### src/rtl/hub75_pkg.sv
// hub75_pkg: shared FSM state encoding and default geometry for the HUB75 scan controller
//   DEF_COLS       columns shifted per scan row
//   DEF_SCAN_ROWS  scan rows per frame
//   DEF_ON_CYCLES  clk cycles NOE is held low per row
//   state_e        scan FSM states
package hub75_pkg;
   localparam int DEF_COLS      = 64;
   localparam int DEF_SCAN_ROWS = 32;
   localparam int DEF_ON_CYCLES = 128;
   typedef enum logic [2:0] {
      ST_IDLE    = 3'd0,
      ST_PRE     = 3'd1,
      ST_SHIFT   = 3'd2,
      ST_BLANK   = 3'd3,
      ST_LATCH   = 3'd4,
      ST_DISPLAY = 3'd5
   } state_e;
endpackage

### src/rtl/hub75_scan_ctrl.sv
// hub75_scan_ctrl: HUB75 panel row scanner (framebuffer fetch, shift, latch, display)
//   clk, rst            clock, asynchronous active-high reset
//   init                scan enable, sampled in IDLE and in the last DISPLAY cycle
//   fb_rd_en, fb_addr   framebuffer read strobe and {row, col} address
//   fb_rgb_top/bot      pixel data, valid one cycle after fb_rd_en
//   LP_CLK, LATCH, NOE  panel shift clock, latch, active-low output enable
//   ROW, RGB0, RGB1     panel row address and top/bottom colour
//   frame_done          one-cycle pulse in the last DISPLAY cycle of the last row
module hub75_scan_ctrl
   import hub75_pkg::*;
#(
   parameter int COLS      = DEF_COLS,
   parameter int SCAN_ROWS = DEF_SCAN_ROWS,
   parameter int ON_CYCLES = DEF_ON_CYCLES
) (
   input  logic                                          clk,
   input  logic                                          rst,
   input  logic                                          init,
   output logic                                          fb_rd_en,
   output logic [$clog2(SCAN_ROWS)+$clog2(COLS)-1:0]     fb_addr,
   input  logic [2:0]                                    fb_rgb_top,
   input  logic [2:0]                                    fb_rgb_bot,
   output logic                                          LP_CLK,
   output logic                                          LATCH,
   output logic                                          NOE,
   output logic [$clog2(SCAN_ROWS)-1:0]                  ROW,
   output logic [2:0]                                    RGB0,
   output logic [2:0]                                    RGB1,
   output logic                                          frame_done
);
   localparam int CW = $clog2(COLS);
   localparam int RW = $clog2(SCAN_ROWS);
   localparam int DW = $clog2(ON_CYCLES + 1);
   localparam logic [CW-1:0] C_LAST = CW'(COLS - 1);
   localparam logic [RW-1:0] R_LAST = RW'(SCAN_ROWS - 1);
   localparam logic [DW-1:0] D_LAST = DW'(ON_CYCLES - 1);
   state_e        state;
   logic          phase;
   logic [CW-1:0] col;
   logic [CW-1:0] next_col;
   logic [CW-1:0] addr_col;
   logic [DW-1:0] disp;
   logic [RW-1:0] row_cnt;
   logic          disp_last;
   assign next_col  = col + 1'b1;
   assign disp_last = (state == ST_DISPLAY) && (disp == D_LAST);
   // PRE fetches column 0; SHIFT P0(c) prefetches column c+1 so it arrives in P1(c)
   assign addr_col   = (state == ST_SHIFT) ? next_col : '0;
   assign fb_rd_en   = !phase && ((state == ST_PRE) || ((state == ST_SHIFT) && (col != C_LAST)));
   assign fb_addr    = fb_rd_en ? {row_cnt, addr_col} : '0;
   assign LP_CLK     = (state == ST_SHIFT) && phase;
   assign LATCH      = (state == ST_LATCH);
   assign NOE        = (state != ST_DISPLAY);
   assign frame_done = disp_last && (row_cnt == R_LAST);
   always_ff @(posedge clk or posedge rst) begin
      if (rst) begin
         state   <= ST_IDLE;
         phase   <= 1'b0;
         col     <= '0;
         disp    <= '0;
         row_cnt <= '0;
         ROW     <= '0;
         RGB0    <= '0;
         RGB1    <= '0;
      end else begin
         case (state)
            ST_IDLE: state <= init ? ST_PRE : ST_IDLE;
            ST_PRE: begin
               phase <= ~phase;
               if (phase) begin
                  state <= ST_SHIFT;
                  RGB0  <= fb_rgb_top;
                  RGB1  <= fb_rgb_bot;
               end
            end
            ST_SHIFT: begin
               phase <= ~phase;
               // pixel for the next column is captured on the P1 -> P0 edge, so RGB
               // stays stable across the whole LP_CLK high phase
               if (phase && (col == C_LAST)) begin
                  state <= ST_BLANK;
                  col   <= '0;
               end else if (phase) begin
                  col  <= next_col;
                  RGB0 <= fb_rgb_top;
                  RGB1 <= fb_rgb_bot;
               end
            end
            ST_BLANK: state <= ST_LATCH;
            ST_LATCH: begin
               state <= ST_DISPLAY;
               ROW   <= row_cnt;
            end
            ST_DISPLAY: begin
               disp <= disp_last ? '0 : disp + 1'b1;
               if (disp_last) begin
                  row_cnt <= (row_cnt == R_LAST) ? '0 : row_cnt + 1'b1;
                  state   <= init ? ST_PRE : ST_IDLE;
                  RGB0    <= init ? RGB0 : 3'b000;
                  RGB1    <= init ? RGB1 : 3'b000;
               end
            end
            default: state <= ST_IDLE;
         endcase
      end
   end
endmodule

### config.mk
export PLATFORM = sky130hd
export DESIGN_NAME = hub75_scan_ctrl
export DESIGN_NICKNAME = d
export VERILOG_FILES = /design/src/rtl/hub75_pkg.sv /design/src/rtl/hub75_scan_ctrl.sv
export SDC_FILE = /design/constraint.sdc
export NUM_CORES = 1
export LEC_CHECK = 0
export CELL_PAD_IN_SITES_DETAIL_PLACEMENT = 1
export CELL_PAD_IN_SITES_GLOBAL_PLACEMENT = 1
export CORE_ASPECT_RATIO = 0.7
export CORE_MARGIN = 2
export CORE_UTILIZATION = 27
export CTS_BUF_LIST = sky130_fd_sc_hd__clkbuf_4 sky130_fd_sc_hd__clkbuf_8
export DETAILED_ROUTE_END_ITERATION = 10
export PLACE_DENSITY = 0.58
export SLEW_MARGIN = 20
export SYNTH_ARGS = -nofsm -noshare
export SYNTH_HDL_FRONTEND = slang
export SYNTH_SLANG_ARGS = --single-unit
### constraint.sdc
create_clock -name clk -period 3.6 [get_ports clk]
set_clock_uncertainty 0.05 [all_clocks]
set_input_delay 0.54 -clock clk [delete_from_list [all_inputs] [get_ports clk]]
set_output_delay 0.54 -clock clk [all_outputs]
set_load 0.01 [all_outputs]
==> impl_results.md, run 1 <==
* Io pins at 36
* PortBufs at 35
* Vias in the first global route at between 1,500 and 2,000
* FILL cells at ~730
* Status: completed
* Worst-Margin Slew at slightly below 1 ns
* Area leader, netlist: dfrtp_1
* Hold_sp: disp[6]
* Clock transition at path regs at about 0.060 ns
* Worst EP required at 3.01 ns
* Initial antenna violation count at 0
* Overall power at 0.000693 W
* RSZ-0062 raised after global routing: no
* Antenna-violating nets left at 0
* YS warnings at 0
* Die area at 7350 sq um
* Post-Syn Instances at around 180
* Ant. Diodes at 0
* Starting Density at between 20 and 30%
* Drt drc at 0
* Initial DRC count at 37
* Hold buffers post-CTS at 0
* Std cell rows at 24
* Postcts setup bufs at 0
* Critical path fanouts, max at 6
* Final Cycle Share at a little over four fifths
* Total CTS buffers at 5
* Peak supply drop at approximately 110 uV
* Worst Hold Class: flip-flop to flip-flop
* GRT Util Overall at 12.9%
* Post-synthesis sequential area ratio at 47.3%
* Post-Syn Area at roughly 1800 sq um
* Synthesized net count at 197
* CTS tree: built
* Final HPWL DP at ~3100 um
* Final instance area at around 2300 sq um
* Worst R2R Start: col[0]
* Crit path arrival time at approximately 2.4 ns
* EDFF count, synth at 0
* Synth top area share at between 40% and 50%
* Crit path launch type: flip-flop
* Max Slew Vio Count at 0
* First-pass GRT wire length at approximately 7400 um
* Latest clock arrival within the worst-skew pair at 0.28 ns
* Leading register cell type out of synthesis: dfrtp_1
* Fmax at between 300 and 400 MHz
* Syn-to-layout area delta at 28.0%
* Total gr overflow at 0
* TritonRoute pass-1 iters at 4
* WS Path Type: flip-flop to primary output
* Ys async rst share at 100%
* Vias per std cell at ~4.4
* Clk buf depth at 2
* Max_slew headroom at roughly 34%
* Setup violations, final at 0
* Placed cell area at roughly 2200 sq um
* # clock sinks at 34
* Yosys cell types at between 40 and 50
* Avg Synthesized Cell Area at 9.79 sq um
* Pwr dens at about 300 nW/um^2
* Maximum number of pins on one net before global-route repair at 35
* Leak at approximately 1.1 nW
* Layout cell share with drive strength beyond 1 at ~15%
* Core ar. at 6340 sq um
* Post-route setup TNS at 0 ns
* Max cap viols at 0
* RePlAce Congestion at 0.732
* Wirelength per Cell at around 13 um
* Worst setup startpoint: col[0]
* Horiz. Die Dim at between 100 and 150 um
* Die height at slightly above 70 um
* Synth area leaders: dfrtp_1 47%, nand2_1 4.6%, mux2_2 4.4%
* CTS root buf: clkbuf_8
* Drt total wl at roughly 4200 um
* CTS resizes at 0
* Total number of vias at between 1,000 and 1,500
* Seq cells post-synth at 34
* Layout Nets at roughly 230
* Tmin final at about 3.0 ns
* Endpoints failing hold at 0
* CTS H-tree depth at 2
* CP endpoint kind: primary output
[critical path: stages, from the launching register on]
cell	delay, ns
dfrtp_1	0.42
ha_1	0.30
nand4_1	0.16
o21ai_0	0.11
a21oi_1	0.43
and2_1	0.20
clkdlybuf4s50_1	0.53
[kinds of logic after synthesis]
family / count (synthesis) / synth area share [%]
AOI/OAI and AO/OA: 28 / 9.87
xor gates and xnor gates: 13 / 6.32
adders and majority gates: 4 / 2.78
buffers and inverters: 21 / 5.91
DFF: 34 / 47.3
muxes: 8 / 5.00
and+or+nand+nor: 76 / 22.9
[stage by stage]
stage	instances	utilization [%]	hold WS, ns	setup WS (ns)
finish	310	36.4	0.444	0.588
global route	310	36.4	0.486	0.335
global placement	304	35.1	0.437	0.891
CTS	310	36.4	0.454	0.510
floorplan	184	-	0.402	1.53
detailed placement	304	35.1	0.446	0.839
[cells in the mapped netlist, drive strengths merged, types with 2 or more instances]
cell type / count
dfrtp: 34
buf: 4
inv: 13
nand2b: 3
a21o: 3
or2: 3
and2: 8
nand2: 22
nor2: 14
or4: 2
xnor2: 8
a21oi: 4
nand4: 3
nand3: 8
mux2: 8
and3: 4
clkbuf: 4
and2b: 3
xor2: 5
ha: 4
nor3: 3
o21ai: 14
[flip-flops by register name (all words and copies together) (netlist names)]
register  cells
row_cnt       5
col           6
disp          8
RGB1          3
state         3
ROW           5
RGB0          3
phase         1
[power by group]
part	total (W)	internal [W]	leakage [nW]	switching [W]
clock network	0.000275	0.000147	0.0431	0.000127
logic	0.0000310	0.0000160	0.577	0.0000151
registers	0.000387	0.000385	0.433	0.00000168
total	0.000693	0.000549	1.05	0.000144
[metal layers]
layer  wire length (um)  up-vias  share of wire (%)  track usage, %
met5                  0        -                  0               0
li1                   -      687                  -               -
met3                153        5                3.7            3.76
met2               1690       18                 41            17.7
met1               2270      655                 55            19.5
met4                 45        0                1.1            3.60
[path summary, 6_finish.rpt]
| kind | cells past startpoint | endpoint | slack (ns) |
|---|---|---|---|
| max | 6 | fb_addr[7] | 0.59 |
| min | 1 | disp[6] | 0.44 |
| max reg2reg | 5 | RGB1[1] | 1.51 |
| min reg2reg | 1 | disp[6] | 0.44 |
| max in group asynchronous | 3 | state[0] | 2.56 |
| min in group asynchronous | 3 | RGB0[0] | 0.62 |
[final cells by class]
class / count / area, sq um / area share [%]
clock buffer: 6 / 82.6 / 3.58
multi-input combinational: 129 / 843 / 36.6
timing repair buffer: 37 / 365 / 15.9
inverter: 13 / 48.8 / 2.12
tap: 91 / 114 / 4.94
sequential: 34 / 851 / 36.9
[cell usage in the layout, fill, tap and decap left out, types with 2 or more instances in the layout]
cell / n
clkdlybuf4s50_1: 35
dfrtp_1: 34
nand2_1: 22
nor2_1: 14
inv_1: 11
nand3_1: 8
xnor2_1: 8
mux2_2: 7
o21ai_0: 7
o21ai_1: 7
and2_1: 6
clkbuf_8: 6
xor2_1: 5
a21oi_1: 4
ha_1: 4
or2_2: 3
nand2b_1: 3
nor3_1: 3
and2b_2: 3
and3_1: 3
nand4_1: 2
and2_2: 2
or4_1: 2
a21o_1: 2
buf_4: 2
(Power assumes the default switching activity.)
==> run 2, diff against run 1 <==
--- a/config.mk
+++ b/config.mk
@@ -12,7 +12,7 @@
 export CORE_UTILIZATION = 27
 export CTS_BUF_LIST = sky130_fd_sc_hd__clkbuf_4 sky130_fd_sc_hd__clkbuf_8
 export DETAILED_ROUTE_END_ITERATION = 10
-export PLACE_DENSITY = 0.58
+export PLACE_DENSITY = 0.6
 export SLEW_MARGIN = 20
 export SYNTH_ARGS = -nofsm -noshare
 export SYNTH_HDL_FRONTEND = slang
==> constraint.sdc (replaced) <==
create_clock -name clk -period 2.6 [get_ports clk]
set_clock_uncertainty 0.05 [all_clocks]
set_input_delay 0.39 -clock clk [delete_from_list [all_inputs] [get_ports clk]]
set_output_delay 0.39 -clock clk [all_outputs]
set_load 0.01 [all_outputs]
==> run 2 against run 1 <==
Net effect:
- die area unchanged
- cell area grew 5.6%
- sequential share of layout area is 2.0 points lower
- utilization is 2.1 points higher
- via count is 4.5% higher
- register-to-register slack worse by 0.76 ns
- worst hold slack improved by 0.0070 ns
- critical path type unchanged
- critical endpoint is now fb_addr[3]
- largest cell class unchanged
- highest routed layer unchanged
==> impl_results.md, run 2 (synthesized netlist as in run 1, its figures left out) <==
* Pre-CTS setup slack at about 0.25 ns
* Layout Nets at 247
* Endpoints failing hold at 0
* Vias in the first global route at 1,502
* Clk buf depth at 2
* Die height at roughly 72 um
* Final instance area at between 2000 and 2500 sq um
* Peak supply drop at 136 uV
* Overall power at ~0.00096 W
* CP endpoint kind: primary output
* Horiz. Die Dim at about 100 um
* Pwr dens at 396 nW/um^2
* Total number of vias at 1,426
* Starting Density at about 28%
* Final Cycle Share at approximately 96%
* Most common cell after layout, fill and taps aside: dfrtp_1
* Crit path arrival time at 2.05 ns
* Ant. Diodes at 0
* Layout cell share with drive strength beyond 1 at approximately a fifth
* Hold buffers post-CTS at 0
* Io pins at 36
* Worst setup margin at roughly 0.11 ns
* CP max stage cell: clkdlybuf4s50_1
* Std cell rows at 24
* Leak at roughly 1.3 nW
* Final core occ at approximately two fifths
* Total gr overflow at 0
* Largest registers: disp x8, col x6
* RePlAce Congestion at 0.707
* Buf+Inv Stages, Crit Path at 1
* Vias per std cell at 4.39
* Post-route setup TNS at 0 ns
* Max_slew headroom at between 60% and 70%
* Wirelength per Cell at around 13 um
* First-pass GRT wire length at around 7500 um
* Commonest non-fill, non-tap cells in the layout: 34 x dfrtp_1, 27 x clkdlybuf4s50_1, 22 x nand2_1, 16 x buf_4, 14 x nor2_1
* CTS tree: built
* Max cap viols at 0
* Initial DRC count at 33
* Maximum number of pins on one net before global-route repair at 35
* Syn-to-layout area delta at 35.2%
* Worst-Margin Slew at ~0.46 ns
* Status: completed
* Drt drc at 0
* Setup violations, final at 0
* Worst EP required at between 2 and 2.5 ns
* Clock transition at path regs at roughly 0.060 ns
* PortBufs at 35
* Antenna-violating nets left at 0
* Max reg flops at 8
* CTS H-tree depth at 2
* CTS root buf: clkbuf_8
* WS Path Type: flip-flop to primary output
* RSZ-0062 raised after global routing: no
* # clock sinks at 34
* Worst Hold Class: flip-flop to flip-flop
* Placed cell area at between 2000 and 2500 sq um
* Die area at between 7000 and 8000 sq um
* Critical path fanouts, max at 6
* Largest register by flop count: disp
* GRT Util Overall at 13.2%
* Tmin final at 2.49 ns
* Max incr delay on CP at 0.54 ns
* Latest clock arrival within the worst-skew pair at roughly 0.28 ns
* Initial antenna violation count at 0
* Core ar. at between 6000 and 7000 sq um
* Max Slew Vio Count at 0
* CP cell instances: ha_1 > nand4_1 > o21ai_1 > or2_4 > nor2_1 > clkdlybuf4s50_1
* Fmax at 402 MHz
* Crit path launch type: flip-flop
* TritonRoute pass-1 iters at 4
* Drt total wl at approximately 4300 um
* Total CTS buffers at 5
* Delay-heaviest family, CP: buffers and inverters
* Final HPWL DP at 3140 um
## run 2: stage by stage
| stage | hold slack, ns | cells |
|---|---|---|
| after global placement | 0.433 | 316 |
| after global routing | 0.466 | 325 |
| after detailed placement | 0.436 | 316 |
| after CTS | 0.447 | 324 |
| after floorplan | 0.402 | 184 |
| final | 0.451 | 325 |
## run 2: routing by layer
| layer | track usage, % | wire length [um] | vias up |
|---|---|---|---|
| li1 | - | - | 713 |
| met4 | 4.05 | 36 | 0 |
| met5 | 0 | 0 | - |
| met1 | 19.8 | 2370 | 688 |
| met3 | 4.05 | 170 | 4 |
| met2 | 17.9 | 1760 | 21 |
## run 2: area by class of cell
class	count	area (sq um)
tap	91	114
timing repair buffer	51	487
inverter	13	48.8
multi-input combinational	129	851
clock buffer	7	83.8
sequential	34	851
fill	725	3900
## run 2: power by group
part | total (W) | internal, W | leakage (nW) | switching, W
Sequential | 0.000536 | 0.000534 | 0.433 | 0.00000232
Combinational | 0.0000423 | 0.0000221 | 0.780 | 0.0000202
Clock | 0.000387 | 0.000205 | 0.0452 | 0.000181
## run 2: final timing paths
kind / start / end / slack (ns) / cells after the start
min in group asynchronous: rst / row_cnt[4] / 0.47 / 3
max in group asynchronous: rst / disp[6] / 1.71 / 3
max reg2reg: state[1] / disp[7] / 0.75 / 7
max: col[1] / fb_addr[3] / 0.11 / 6
min reg2reg: disp[7] / disp[7] / 0.45 / 1
min: disp[7] / disp[7] / 0.45 / 1
## run 2: worst register-to-register path: cells and delay by family (launching register included)
kind | cells | cell delay [ns]
and+or+nand+nor | 3 | 0.61
DFF | 1 | 0.38
buffers and inverters | 3 | 0.37
muxes | 1 | 0.31
## run 2: timing repair
action | in CTS | in global routing
resized for setup | 3 | 9
endpoints found under the setup margin | 11 | 7
setup buffers | 1 | 1
==> run 3, diff against run 2 <==
--- a/config.mk
+++ b/config.mk
@@ -13,6 +13,7 @@
 export CTS_BUF_LIST = sky130_fd_sc_hd__clkbuf_4 sky130_fd_sc_hd__clkbuf_8
 export DETAILED_ROUTE_END_ITERATION = 10
 export PLACE_DENSITY = 0.6
+export SKIP_CTS_REPAIR_TIMING = 1
 export SLEW_MARGIN = 20
 export SYNTH_ARGS = -nofsm -noshare
 export SYNTH_HDL_FRONTEND = slang
==> run 3 against run 2 <==
Net effect:
- total power about the same
- critical path depth unchanged
- flip-flop and latch count stayed put
- largest power group unchanged
- count of clock-buffer cells in the layout did not move
==> impl_results.md, run 3 (synthesized netlist as in run 1, its figures left out) <==
* Pwr dens at approximately 400 nW/um^2
* Fmax at between 400 and 500 MHz
* Vias in the first global route at 1,500
* Tmin final at 2.48 ns
* Initial antenna violation count at 0
* Drt total wl at between 4000 and 5000 um
* Initial DRC count at 39
* Io pins at 36
* Sequential cell fraction of total power at between 50% and 60%
* Worst Hold Class: flip-flop to flip-flop
* Worst-Margin Slew at between 0.4 and 0.5 ns
* CTS tree: built
* Ant. Diodes at 0
* # clock sinks at 34
* GR Util met1 at about a fifth
* Hold path depth at 1
* Antenna-violating nets left at 0
* Reg2reg setup slack at 0.75 ns
* Layout cell share with drive strength beyond 1 at around a fifth
* Crit path arrival time at 2.04 ns
* Clock transition at path regs at 0.06 ns
* Critical path fanouts, max at 6
* Largest register by flop count: disp
* Met3 usage at between 4 and 5%
* GRT Util Overall at about an eighth
* Commonest non-fill, non-tap cells in the layout: 34 x dfrtp_1, 27 x clkdlybuf4s50_1, 22 x nand2_1, 16 x buf_4, 14 x nor2_1
* Hold WS at around 0.45 ns
* Sequential cell area at between 800 and 900 sq um
* Endpoints failing hold at 0
* Wirelength per Cell at about 13 um
* Layout Nets at 247
* Multi-input logic area at between 800 and 900 sq um
* Worst EP required at around 2.2 ns
* Std cell rows at 24
* Total CTS buffers at 5
* Sw Pwr at roughly 0.0002 W
* Hold_sp: disp[7]
* Largest registers: disp x8, col x6
* Max cap viols at 0
* Die height at 72.3 um
* Syn-to-layout area delta at 35.4%
* Total number of vias at 1,434
* Die area at about 7300 sq um
* Sw Share at a little over a fifth
* Max_slew headroom at 69.5%
* Crit path launch type: flip-flop
* Vias per std cell at 4.41
* Final Cycle Share at about 96%
* Total gr overflow at 0
* Leak at 1.27 nW
* RePlAce Congestion at about 0.71
* RR Endpoint: disp[7]
* Peak supply drop at about 140 uV
* Most common cell after layout, fill and taps aside: dfrtp_1
* CTS H-tree depth at 2
* CTS root buf: clkbuf_8
* First-pass GRT wire length at around 7500 um
* Status: completed
* Placed cells at roughly 320
* Worst reg-to-reg path cell count at 7
* Latest clock arrival within the worst-skew pair at 0.28 ns
* Maximum number of pins on one net before global-route repair at 35
* Final HPWL DP at 3140 um
* PortBufs at 35
* Max Slew Vio Count at 0
* Final Instance Count excl. Fillers at between 300 and 400
* WS Path Type: flip-flop to primary output
* Drt drc at 0
* TritonRoute pass-1 iters at 4
* Hold Path End: disp[7]
* Horiz. Die Dim at 102 um
* Clock Power Share at between 40% and 50%
* Met2 GRT Util at between 10% and 20%
* Busiest grt layer: met1
* Setup violations, final at 0
* Comb power frac at 4.4%
* FILL cells at ~720
* Clk buf depth at 2
* Pint at roughly 0.00076 W
* CP endpoint kind: primary output
* Max reg flops at 8
* Starting Density at about 28%
* Worst R2R Start: state[1]
* Core ar. at approximately 6300 sq um
* RSZ-0062 raised after global routing: no
[run 3: worst max-delay path by stage]
stage | from | endpoint
after floorplan | col[0] | fb_addr[2]
after global placement | col[0] | fb_addr[5]
after detailed placement | col[0] | fb_addr[5]
after CTS | col[0] | fb_addr[5]
after global routing | col[1] | fb_addr[2]
final | col[1] | fb_addr[3]
[run 3: through the flow]
stage	total power [W]	instance area [sq um]	TNS, ns	utilization [%]	setup slack (ns)
2_1_floorplan	0.000561	1800	0	-	0.684
3_3_place_gp	0.000589	2310	0	36.5	0.280
3_5_place_dp	0.000590	2310	0	36.5	0.252
4_1_cts	0.000986	2400	-0.439	37.8	-0.0764
5_1_grt	0.00102	2440	0	38.5	0.00669
6_report	0.000965	2440	0	38.5	0.115
[run 3: critical path, stage by stage, from the launching register on]
cell             delay (ns)
dfrtp_1                0.41
ha_1                   0.21
nand4_1                0.13
o21ai_1                0.09
or2_4                  0.27
nor2_1                 0.10
clkdlybuf4s50_1        0.54
[run 3: final cells by class]
cell class	count	share of cell area, %
inverter	13	2.00
tap	91	4.67
timing repair buffer	51	20.1
sequential	34	34.9
clock buffer	7	3.44
multi-input combinational	129	34.9
[run 3: layer usage]
| layer | vias up | routed length [um] | part of all wire [%] |
|---|---|---|---|
| met5 | - | 0 | 0 |
| met4 | 0 | 36 | 0.83 |
| met3 | 4 | 191 | 4.4 |
| met2 | 26 | 1790 | 41 |
| met1 | 692 | 2320 | 54 |
| li1 | 712 | - | - |
[run 3: power by group through the flow]
stage	registers, W	clock network (W)	logic (W)
after floorplan	0.000548	0	0.0000132
after global placement	0.000546	0	0.0000433
after detailed placement	0.000546	0	0.0000440
after CTS	0.000536	0.000406	0.0000441
after global routing	0.000536	0.000431	0.0000485
final	0.000536	0.000387	0.0000424
